--- config.mk ---
export PLATFORM = sky130hd
export DESIGN_NAME = operand_batch_sequencer_flat
export DESIGN_NICKNAME = d
export VERILOG_FILES = /design/src/rtl/operand_batch_sequencer_if.sv /design/src/rtl/operand_batch_sequencer.sv /design/src/flat_wrapper.sv
export SDC_FILE = /design/constraint.sdc
export NUM_CORES = 1
export LEC_CHECK = 0
export BUFFER_PORTS_ARGS = -buffer_cell sky130_fd_sc_hd__buf_2
export CORE_ASPECT_RATIO = 0.5
export CORE_MARGIN = 5
export CORE_UTILIZATION = 45
export DETAILED_ROUTE_END_ITERATION = 10
export PLACE_DENSITY = 0.59
export SLEW_MARGIN = 0
export SYNTH_ARGS = -nofsm -noshare
export SYNTH_HDL_FRONTEND = slang
export SYNTH_SLANG_ARGS = --single-unit
--- constraint.sdc ---
create_clock -name clk -period 2.5 [get_ports clk]
set_input_delay 0.125 -clock clk [delete_from_list [all_inputs] [get_ports clk]]
set_output_delay 0.125 -clock clk [all_outputs]
set_load 0.02 [all_outputs]
--- src/rtl/operand_batch_sequencer_if.sv ---
// Handshake and operand bus between the batch sequencer and its user.
// The slave side is the sequencer; the master side drives entry pulses and read indices.
interface operand_batch_sequencer_if #(
    parameter int W = 16
);
    logic         push;
    logic [W-1:0] data_in;
    logic         clear;
    logic         ack;
    logic         core_done;
    logic         core_start;
    logic [4:0]   count;
    logic         busy;
    logic         batch_ready;
    logic         timeout_err;
    logic         overrun_err;
    logic [4:0]   rd_idx;
    logic [W-1:0] rd_data;

    modport master (
        output push, data_in, clear, ack, core_done, rd_idx,
        input  core_start, count, busy, batch_ready, timeout_err, overrun_err, rd_data
    );

    modport slave (
        input  push, data_in, clear, ack, core_done, rd_idx,
        output core_start, count, busy, batch_ready, timeout_err, overrun_err, rd_data
    );
endinterface

--- src/rtl/operand_batch_sequencer.sv ---
// Collects N_OPS operands, launches the coprocessor once, waits for done or timeout,
// then holds the batch readable until the user acknowledges.
module operand_batch_sequencer #(
    parameter int N_OPS       = 10,
    parameter int W           = 16,
    parameter int TIMEOUT_CYC = 255
) (
    input logic                      clk,
    input logic                      rst,
    operand_batch_sequencer_if.slave bus
);
    localparam int          IDX_W    = (N_OPS > 1) ? $clog2(N_OPS) : 1;
    localparam logic [4:0]  N_OPS_C  = 5'(N_OPS);
    localparam logic [4:0]  LAST_IDX = 5'(N_OPS - 1);
    localparam logic [15:0] TMO_LAST = 16'(TIMEOUT_CYC - 1);

    typedef enum logic [2:0] {
        IDLE   = 3'd0,
        FILL   = 3'd1,
        LAUNCH = 3'd2,
        WAIT   = 3'd3,
        DONE   = 3'd4
    } state_t;

    state_t        state_q, state_d;
    logic [4:0]    count_q, count_d;
    logic [15:0]   wait_q, wait_d;
    logic          timeout_q, timeout_d;
    logic          overrun_q, overrun_d;
    logic          core_start_q, core_start_d;
    logic          busy_q, busy_d;
    logic          ready_q, ready_d;
    logic [W-1:0]  opbuf_q [N_OPS];
    logic [W-1:0]  opbuf_d [N_OPS];
    logic          accepting;

    assign accepting = (state_q == IDLE) || (state_q == FILL);

    always_comb begin
        state_d   = state_q;
        count_d   = count_q;
        wait_d    = wait_q;
        timeout_d = timeout_q;
        overrun_d = overrun_q;
        opbuf_d   = opbuf_q;

        if (bus.clear) begin
            state_d   = IDLE;
            count_d   = '0;
            wait_d    = '0;
            timeout_d = 1'b0;
            overrun_d = 1'b0;
        end else begin
            // A push is only legal while collecting; anything else is a sticky overrun.
            if (bus.push && !accepting) begin
                overrun_d = 1'b1;
            end
            case (state_q)
                IDLE, FILL: begin
                    if (bus.push) begin
                        opbuf_d[count_q[IDX_W-1:0]] = bus.data_in;
                        count_d = count_q + 5'd1;
                        state_d = (count_q == LAST_IDX) ? LAUNCH : FILL;
                    end
                end
                LAUNCH: begin
                    state_d = WAIT;
                    wait_d  = '0;
                end
                WAIT: begin
                    wait_d = wait_q + 16'd1;
                    // Done takes precedence over a timeout landing in the same cycle.
                    if (bus.core_done) begin
                        state_d   = DONE;
                        timeout_d = 1'b0;
                    end else if (wait_q == TMO_LAST) begin
                        state_d   = DONE;
                        timeout_d = 1'b1;
                    end
                end
                DONE: begin
                    if (bus.ack) begin
                        state_d   = IDLE;
                        count_d   = '0;
                        timeout_d = 1'b0;
                    end
                end
                default: begin
                    state_d = IDLE;
                end
            endcase
        end

        core_start_d = (state_d == LAUNCH);
        busy_d       = (state_d == LAUNCH) || (state_d == WAIT);
        ready_d      = (state_d == DONE);
    end

    always_ff @(posedge clk) begin
        if (rst) begin
            state_q      <= IDLE;
            count_q      <= '0;
            wait_q       <= '0;
            timeout_q    <= 1'b0;
            overrun_q    <= 1'b0;
            core_start_q <= 1'b0;
            busy_q       <= 1'b0;
            ready_q      <= 1'b0;
            for (int i = 0; i < N_OPS; i++) begin
                opbuf_q[i] <= '0;
            end
        end else begin
            state_q      <= state_d;
            count_q      <= count_d;
            wait_q       <= wait_d;
            timeout_q    <= timeout_d;
            overrun_q    <= overrun_d;
            core_start_q <= core_start_d;
            busy_q       <= busy_d;
            ready_q      <= ready_d;
            opbuf_q      <= opbuf_d;
        end
    end

    // Indices past the end of the batch read as zero rather than aliasing.
    always_comb begin
        bus.rd_data = '0;
        if (bus.rd_idx < N_OPS_C) begin
            bus.rd_data = opbuf_q[bus.rd_idx[IDX_W-1:0]];
        end
    end

    assign bus.core_start  = core_start_q;
    assign bus.count       = count_q;
    assign bus.busy        = busy_q;
    assign bus.batch_ready = ready_q;
    assign bus.timeout_err = timeout_q;
    assign bus.overrun_err = overrun_q;
endmodule

--- src/flat_wrapper.sv ---
// flat-port wrapper written by rule: the top's interface ports become plain ports
module operand_batch_sequencer_flat 
#(
    parameter int N_OPS       = 10,
    parameter int W           = 16,
    parameter int TIMEOUT_CYC = 255
)
  (clk, rst, bus_push, bus_data_in, bus_clear, bus_ack, bus_core_done, bus_rd_idx, bus_core_start, bus_count, bus_busy, bus_batch_ready, bus_timeout_err, bus_overrun_err, bus_rd_data);
  operand_batch_sequencer_if #(.W(W)) bus_i ();
  input logic clk;
  input logic rst;
  input wire logic [$bits(bus_i.push)-1:0] bus_push;
  input wire logic [$bits(bus_i.data_in)-1:0] bus_data_in;
  input wire logic [$bits(bus_i.clear)-1:0] bus_clear;
  input wire logic [$bits(bus_i.ack)-1:0] bus_ack;
  input wire logic [$bits(bus_i.core_done)-1:0] bus_core_done;
  input wire logic [$bits(bus_i.rd_idx)-1:0] bus_rd_idx;
  output wire logic [$bits(bus_i.core_start)-1:0] bus_core_start;
  output wire logic [$bits(bus_i.count)-1:0] bus_count;
  output wire logic [$bits(bus_i.busy)-1:0] bus_busy;
  output wire logic [$bits(bus_i.batch_ready)-1:0] bus_batch_ready;
  output wire logic [$bits(bus_i.timeout_err)-1:0] bus_timeout_err;
  output wire logic [$bits(bus_i.overrun_err)-1:0] bus_overrun_err;
  output wire logic [$bits(bus_i.rd_data)-1:0] bus_rd_data;
  assign bus_i.push = bus_push;
  assign bus_i.data_in = bus_data_in;
  assign bus_i.clear = bus_clear;
  assign bus_i.ack = bus_ack;
  assign bus_i.core_done = bus_core_done;
  assign bus_i.rd_idx = bus_rd_idx;
  assign bus_core_start = bus_i.core_start;
  assign bus_count = bus_i.count;
  assign bus_busy = bus_i.busy;
  assign bus_batch_ready = bus_i.batch_ready;
  assign bus_timeout_err = bus_i.timeout_err;
  assign bus_overrun_err = bus_i.overrun_err;
  assign bus_rd_data = bus_i.rd_data;
  operand_batch_sequencer #(.N_OPS(N_OPS), .W(W), .TIMEOUT_CYC(TIMEOUT_CYC)) u_core (.clk(clk), .rst(rst), .bus(bus_i));
endmodule
==> impl_metrics.py, run 1 <==
metrics = {
    "timing": {
        "fmax_ghz": 0.482,
        "min_period_over_period_pct": 82.9,
        "drv_slew": 0,
        "whs_ps": 31.6,
        "finClkSkew_ps": 12.2,
        "hold_viol": 0,
        "slew_headroom_pct": 44.6,
        "worst_pin_slew_ps": 830,
        "setup_tns_ps": 0,
        "setup_violations": 0,
        "period_needed_ps": 2070,
        "grt_setup_unrepaired": "false",
    },
    "routing": {
        "wl_um": 23100,
        "dr_total_vias": 7207,
        "viasPerCell": 5.46,
        "first_pass_iters": 5,
        "drtIter0Drc": 496,
        "wire_per_inst_um": 17.5,
        "route.detailed.drc": 0,
        "postRouteAntennaNets": 0,
    },
    "floorplan": {
        "fp.dieH_um": 108,
        "core-area_um2": 18500,
        "top_level_ports": 53,
        "rows": 35,
        "dieArea_um2": 22100,
        "die_w_um": 205,
        "initial_utilization_pct": 46.2,
    },
    "yosys": {
        "synth_top_area_share_pct": 44.2,
        "synth.distinct_cells": 54,
        "async_reset_ff_share_pct": 0,
        "synth_edf_count": 0,
        "synth_area_leaders": "dfxtp_1, nand2_1, a21oi_1, mux2_2, mux4_2",
        "syn_area_um2": 8560,
        "syn_nets": 1070,
        "synth-seq-area-share_pct": 44.2,
        "synth-seq-cells": 189,
        "ys.flop_type": "dfxtp_1",
        "synthCells": 1037,
        "syn_avg_cell_area_um2": 8.26,
        "ys_warn_count": 0,
        "yosysTopAreaCell": "dfxtp_1",
    },
    "cells_and_area": {
        "drive_gt1_share_pct": 16.2,
        "final_cell_mix": "nand2_1, dfxtp_1, a21oi_1",
        "final_common_cell": "nand2_1",
        "diodes": 0,
        "area_growth_pct": 11.9,
        "final_nets": 1082,
    },
    "clocking": {
        "cts_max_level": 4,
        "clk_pin_slew_worst_paths_ps": 70,
        "cts_sinks": 189,
        "clk_latency_ps": 430,
        "cts_buffers": 17,
        "cts_resized": 0,
        "cts_buffer_depth": 2,
        "postCtsSetupBuffers": 0,
        "cts_tree": "built",
        "holdBufCountCts": 0,
        "clk_root_buffer_cell": "clkbuf_16",
    },
    "power_and_ir_drop": {
        "ir_drop_uv": 458,
        "p_leak_nw": 3.35,
        "p_per_area_nw_per_um2": 634,
    },
    "hold_path": {
        "min_to": "u_core.bus.timeout_err",
        "hp-class": "in -> reg",
        "min_from": "rst",
        "hold_depth": 4,
    },
    "global_route": {
        "antenna_found_initial": 1,
        "grt_pass1_wl_um": 37400,
        "grt_max_degree": 161,
        "gr-usage-all-layers_pct": 21.3,
        "grt_remaining_overflow": 0,
        "grt_pass1_vias": 6979,
    },
    "setup_path": {
        "ff2ff_path_depth": 6,
        "cp-startpoint": "u_core.state_q[1]",
        "r2r_start": "u_core.state_q[1]",
        "crit_fanout": 17,
        "crit_type": "reg -> reg",
        "crit_required_ps": 2840,
        "start_kind": "flop",
        "r2r_slack_ps": 430,
        "r2r_end": "u_core.opbuf_q[3]",
        "critPathCaptureType": "flop",
        "worstPathArrival_ps": 2410,
    },
    "placed_design": {
        "dp_hpwl_um": 15000,
        "place_congestion": 0.827,
        "port_buffers": 52,
    },
    "run_status": {
        "status": "finished clean",
    },
    "run": {
        "cap_violations": 0,
    },
}
## cell usage after synthesis (all sizes together) (9+ instances only)
cell / instances
mux2i: 33
mux4: 16
and3: 14
nor3: 9
a21oi: 165
nand2: 289
clkbuf: 62
nor2: 32
nand2b: 14
dfxtp: 189
mux2: 32
nand3: 12
buf: 27
o22ai: 22
o21ai: 26
nand4: 11
inv: 12
## through the flow
| step | utilization [%] | total power (W) | std cells | cell area [um2] | setup slack [ps] |
|---|---|---|---|---|---|
| 2_1_floorplan | - | 0.00335 | 1037 | 8560 | 682 |
| 3_3_place_gp | 48.7 | 0.00347 | 1289 | 9010 | 546 |
| 3_5_place_dp | 48.7 | 0.00347 | 1289 | 9010 | 471 |
| 4_1_cts | 51.7 | 0.00611 | 1321 | 9580 | 439 |
| 5_1_grt | 51.7 | 0.00628 | 1321 | 9580 | 256 |
| 6_report | 51.7 | 0.00607 | 1321 | 9580 | 426 |
## per-layer routing
layer	global-route usage (%)	share of wire, %	up-vias
li1	-	-	3587
met3	3.58	4.5	16
met5	0	0.030	-
met1	29.0	47	3453
met4	4.39	0.76	2
met2	35.8	48	149
## registers in the layout, summed over array words and instances, names as in the netlist
name / flops
u_core.opbuf_q: 160
u_core.wait_q: 16
u_core.bus.count: 5
u_core.state_q: 3
u_core.bus.batch_ready: 1
u_core.bus.busy: 1
u_core.bus.core_start: 1
u_core.bus.overrun_err: 1
u_core.bus.timeout_err: 1
## kinds of logic after synthesis
| logic type | count (synthesis) | synth area share, % |
|---|---|---|
| xor gates and xnor gates | 9 | 0.921 |
| buffers and inverters | 101 | 5.07 |
| DFF | 189 | 44.2 |
| adders and majority gates | 6 | 0.877 |
| muxes | 81 | 12.3 |
| and+or+nand+nor | 419 | 22.3 |
| AOI/OAI and AO/OA | 232 | 14.4 |
## report_power, final
part	leakage (nW)	switching (W)	total [W]	internal [W]
clock	0.280	0.00128	0.00267	0.00139
sequential	1.52	0.0000127	0.00304	0.00303
combinational	1.55	0.000247	0.000360	0.000113
## worst max-delay path by stage
stage	slack, ps	to	cells after the start
4_1_cts	440	u_core.opbuf_q[3]	6
6_report	430	u_core.opbuf_q[3]	6
3_5_place_dp	470	u_core.opbuf_q[12]	6
3_3_place_gp	550	u_core.wait_q[14]	4
2_1_floorplan	680	u_core.wait_q[14]	5
5_1_grt	260	u_core.bus.busy	4
## final cells by class
| cell class | instances | area [um2] |
|---|---|---|
| tap | 259 | 324 |
| clock inverter | 11 | 96.3 |
| timing repair buffer | 82 | 515 |
| sequential | 189 | 3780 |
| fill | 1757 | 8940 |
| inverter | 12 | 45.0 |
| multi-input combinational | 747 | 4350 |
| clock buffer | 21 | 470 |
## critical path, stage by stage, from the launching register on
cell and delay (ps):
dfxtp_1 440, or4b_1 720, buf_4 260, nor2_2 110, buf_4 230, nand2_1 90
a21oi_1 150
Note: power is estimated with default switching activity, not from simulation.
==> run 2, diff against run 1 <==
clock period = 1.93 ns   (was 2.5 ns; I/O delays follow)
==> run 2 against run 1 <==
Critical path depth decreased by 2. Clock skew increased by 2.9 ps. Register-to-register slack got worse by 330 ps. Final area increased by 3.5%. Total power increased by 30%. Utilization increased by 1.8 points. Via count increased by 3.1%. Clock power increased by 28%. Wire length increased by 2.8%. Die area unchanged. Non-clock buffer count increased by 31. Worst setup slack got worse by 350 ps. Critical path type is now reg -> out.
==> impl_metrics.py, run 2 (same netlist as run 1, synthesis figures left out) <==
metrics = {
    "power_and_ir_drop": {
        "p_per_area_nw_per_um2": 793,
        "ir_drop_uv": 639,
        "p_leak_nw": 3.51,
    },
    "timing": {
        "hold_viol": 0,
        "period_needed_ps": 1860,
        "finClkSkew_ps": 15.0,
        "whs_ps": 11.8,
        "worst_pin_slew_ps": 859,
        "slew_headroom_pct": 42.7,
        "setup_violations": 0,
        "drv_slew": 0,
        "grt_setup_unrepaired": "true",
        "fmax_ghz": 0.538,
        "min_period_over_period_pct": 96.2,
    },
    "setup_path": {
        "cp_slowest_cell": "mux4_2",
        "r2r_slack_ps": 100,
        "crit_type": "reg -> out",
        "r2r_start": "u_core.wait_q[0]",
        "crit_required_ps": 1830,
        "worstPathArrival_ps": 1760,
        "ff2ff_path_depth": 6,
        "critPathTopFamily": "multiplexers",
        "crit_chain": "mux4_2, nand2b_1, and3_1, buf_2",
        "r2r_end": "u_core.state_q[0]",
        "start_kind": "flop",
        "critPathCaptureType": "primary output",
        "crit_fanout": 2,
        "critical_path.max_stage_delay_ps": 450,
        "crit_buf_inv": 1,
    },
    "cells_and_area": {
        "final_cell_mix": "nand2_1, dfxtp_1, a21oi_1",
        "drive_gt1_share_pct": 17.9,
        "final_nets": 1113,
        "diodes": 0,
        "regMostFlops": "u_core.opbuf_q",
        "area_growth_pct": 15.8,
        "final_common_cell": "nand2_1",
        "largest_reg_flops": 160,
        "fin_util_pct": 53.5,
    },
    "routing": {
        "first_pass_iters": 5,
        "postRouteAntennaNets": 0,
        "dr_total_vias": 7433,
        "wl_um": 23800,
        "drtIter0Drc": 585,
        "wire_per_inst_um": 17.6,
        "viasPerCell": 5.50,
        "route.detailed.drc": 0,
    },
    "placed_design": {
        "dp_hpwl_um": 15300,
        "port_buffers": 52,
        "place_congestion": 0.767,
    },
    "hold_path": {
        "hp-class": "in -> reg",
        "min_to": "u_core.opbuf_q[92]",
        "hold_depth": 3,
        "min_from": "bus_data_in[12]",
    },
    "global_route": {
        "grt_max_degree": 161,
        "gr-usage-all-layers_pct": 22.4,
        "grt_pass1_wl_um": 39100,
        "grt_pass1_vias": 7331,
        "grt_remaining_overflow": 0,
        "antenna_found_initial": 1,
    },
    "floorplan": {
        "initial_utilization_pct": 46.2,
        "dieArea_um2": 22100,
        "die_w_um": 205,
        "top_level_ports": 53,
        "fp.dieH_um": 108,
        "rows": 35,
        "core-area_um2": 18500,
    },
    "clocking": {
        "cts_tree": "built",
        "postCtsSetupBuffers": 0,
        "cts_buffers": 17,
        "cts_buffer_depth": 2,
        "cts_sinks": 189,
        "clk_root_buffer_cell": "clkbuf_16",
        "cts_max_level": 4,
        "clk_latency_ps": 440,
        "clk_pin_slew_worst_paths_ps": 80,
    },
    "run_status": {
        "status": "finished clean",
    },
    "run": {
        "cap_violations": 0,
    },
}
[run 2: worst max-delay path by stage]
stage / cells after the start / slack [ps] / startpoint / to
floorplan: 5 / 110 / u_core.wait_q[1] / u_core.wait_q[14]
global placement: 5 / -50 / u_core.bus.count[1] / u_core.bus.busy
detailed placement: 5 / 40 / u_core.bus.count[1] / u_core.bus.busy
CTS: 5 / 40 / u_core.bus.count[1] / u_core.bus.busy
global route: 6 / -7 / u_core.state_q[1] / u_core.opbuf_q[62]
finish: 4 / 70 / u_core.opbuf_q[41] / bus_rd_data[9]
[run 2: through the flow]
step / area [um2] / setup TNS, ps / power, W / std cells / setup slack, ps
4_1_cts: 9900 / 0 / 0.00792 / 1352 / 36.0
2_1_floorplan: 8560 / 0 / 0.00434 / 1037 / 112
6_report: 9910 / 0 / 0.00786 / 1352 / 72.7
5_1_grt: 9910 / -6.79 / 0.00815 / 1352 / -6.79
3_3_place_gp: 9220 / -47.6 / 0.00451 / 1308 / -47.6
3_5_place_dp: 9220 / 0 / 0.00452 / 1308 / 43.0
[run 2: power breakdown]
part | switching, W | leakage, nW | internal (W) | total [W]
Combinational | 0.000332 | 1.71 | 0.000179 | 0.000511
Sequential | 0.0000145 | 1.52 | 0.00392 | 0.00394
Clock | 0.00168 | 0.274 | 0.00173 | 0.00342
Total | 0.00203 | 3.51 | 0.00583 | 0.00786
[run 2: metal layers]
layer | vias up | routed length, um | track usage, %
met3 | 25 | 1140 | 4.18
met4 | 2 | 299 | 5.11
met5 | - | 11 | 0
met2 | 182 | 11400 | 37.2
met1 | 3586 | 10900 | 30.5
li1 | 3638 | - | -
[run 2: worst reg2reg max path, cell delays in order (launching register included)]
cell and delay, ps:
dfxtp_1 400, inv_1 80, ha_1 190, nor4b_1 130, a41o_1 260, and3_1 220, a2111oi_0 420
[run 2: final cells by class]
class | count | area, um2
clock inverters | 14 | 120
well taps | 259 | 324
inverters | 12 | 45.0
fillers | 1767 | 8610
repair buffers | 113 | 841
multi-input cells | 747 | 4360
clock buffers | 18 | 439
flip-flops and latches | 189 | 3780
[run 2: what timing repair did]
item / in CTS / in global routing
endpoints found under the setup margin: 1 / 4
endpoints found under the hold margin: 66 / 0
hold buffers: 12 / 0
gates resized for setup: 1 / 4
==> run 3, diff against run 2 <==
REMOVE_ABC_BUFFERS = 1   (was default)
==> run 3 against run 2 <==
Total power is 0.64% higher. Critical path type unchanged. Sequential power hardly changed. Combinational power is 4% lower. Fmax is 1.0% lower.
==> impl_metrics.py, run 3 (same netlist as run 1, synthesis figures left out) <==
metrics = {
    "run_status": {
        "status": "finished clean",
    },
    "setup_path": {
        "crit_required_ps": 1830,
        "cp_common_cell": "o22ai_1",
        "start_kind": "flop",
        "crit_fanout": 2,
        "worstPathArrival_ps": 1780,
        "cp_slowest_cell": "dfxtp_1",
        "ff2ff_path_depth": 4,
        "crit_type": "reg -> out",
        "critPathCaptureType": "primary output",
        "crit_chain": "mux2_2, o22ai_1, o22ai_1, and3_1, buf_2",
        "critical_path.max_stage_delay_ps": 320,
    },
    "power_and_ir_drop": {
        "ir_drop_uv": 658,
        "finalPower_w": 0.00791,
        "p_per_area_nw_per_um2": 809,
        "p_leak_nw": 3.43,
    },
    "timing": {
        "fmax_ghz": 0.533,
        "whs_ps": 16.9,
        "finClkSkew_ps": 12.0,
        "hold_viol": 0,
        "setup_violations": 0,
        "slew_headroom_pct": 42.2,
        "worst_pin_slew_ps": 866,
        "period_needed_ps": 1880,
        "min_period_over_period_pct": 97.2,
        "drv_slew": 0,
        "grt_setup_unrepaired": "false",
    },
    "cells_and_area": {
        "multi_input_area_um2": 4350,
        "regMostFlops": "u_core.opbuf_q",
        "fin_util_pct": 52.8,
        "regArea_um2": 3790,
        "largest_reg_flops": 160,
        "drive_gt1_share_pct": 17.5,
        "final_cell_mix": "nand2_1, dfxtp_1, a21oi_1",
        "final_nets": 1095,
        "fillers": 1755,
        "final_common_cell": "nand2_1",
        "stdcell_area_um2": 9780,
        "area_growth_pct": 14.2,
    },
    "global_route": {
        "grt_pass1_wl_um": 38000,
        "grt_max_degree": 161,
        "gr-usage-all-layers_pct": 22.0,
        "grt_pass1_vias": 6903,
        "antenna_found_initial": 1,
        "grt_remaining_overflow": 0,
    },
    "routing": {
        "wl_um": 24200,
        "drtIter0Drc": 469,
        "postRouteAntennaNets": 0,
        "first_pass_iters": 5,
        "route.detailed.drc": 0,
        "dr_total_vias": 7345,
        "wire_per_inst_um": 18.1,
        "viasPerCell": 5.50,
    },
    "clocking": {
        "clk_pin_slew_worst_paths_ps": 80,
        "cts_sinks": 189,
        "cts_buffers": 17,
        "cts_tree": "built",
        "cts_max_level": 4,
        "cts_buffer_depth": 2,
        "postCtsSetupBuffers": 0,
        "clk_root_buffer_cell": "clkbuf_16",
        "clk_latency_ps": 430,
    },
    "hold_path": {
        "hp-class": "in -> reg",
        "hold_depth": 3,
    },
    "floorplan": {
        "fp.dieH_um": 108,
        "dieArea_um2": 22100,
        "initial_utilization_pct": 46.2,
        "rows": 35,
        "core-area_um2": 18500,
        "top_level_ports": 53,
        "die_w_um": 205,
    },
    "placed_design": {
        "postPlaceCellArea_um2": 9170,
        "port_buffers": 52,
        "dp_hpwl_um": 15600,
        "place_congestion": 0.831,
    },
    "run": {
        "cap_violations": 0,
    },
}
-- run 3: area by class of cell --
type	instances	share of cell area (%)
Antenna cell	1	0.0256
Tap cell	259	3.31
Clock buffer	19	4.53
Timing Repair Buffer	95	7.09
Sequential cell	189	38.7
Multi-Input combinational cell	747	44.5
Clock inverter	13	1.38
Inverter	12	0.460
-- run 3: metal layers --
metal,up-vias,global-route usage [%],part of all wire [%]
met5,-,0,0
met3,22,4.21,5.7
li1,3619,-,-
met2,187,33.8,45
met1,3517,31.9,48
met4,0,5.21,1.2
-- run 3: critical path, delay by kind of cell (launching register included) --
kind,cells,cell delay (ps)
mux,1,270
flops,1,320
simple gates,1,200
buf+inv,1,160
compound gates,2,410
-- run 3: worst paths after layout --
path | slack, ps | startpoint | to
max | 50 | u_core.opbuf_q[103] | bus_rd_data[7]
min | 20 | bus_data_in[8] | u_core.opbuf_q[72]
max reg2reg | 100 | u_core.wait_q[4] | u_core.wait_q[13]
min reg2reg | 440 | u_core.bus.overrun_err | u_core.bus.overrun_err
-- run 3: through the flow --
stage	worst slack [ps]	setup TNS [ps]	instances
floorplan	-355	-11690	948
global placement	63.2	0	1300
detailed placement	-22.0	-22.0	1300
CTS	29.7	0	1334
global route	11.3	0	1335
finish	53.3	0	1335
-- run 3: power breakdown --
part	switching [W]	internal, W
Combinational	0.000334	0.000157
Sequential	0.0000141	0.00392
Clock	0.00164	0.00185
-- run 3: timing repair --
| action | CTS | global route |
|---|---|---|
| setup endpoints to repair | 1 | 4 |
| hold buffers | 2 | 0 |
| pin swaps | 0 | 0 |
| endpoints found under the hold margin | 2 | 0 |
| cloned | 0 | 0 |
| gates resized for setup | 1 | 5 |
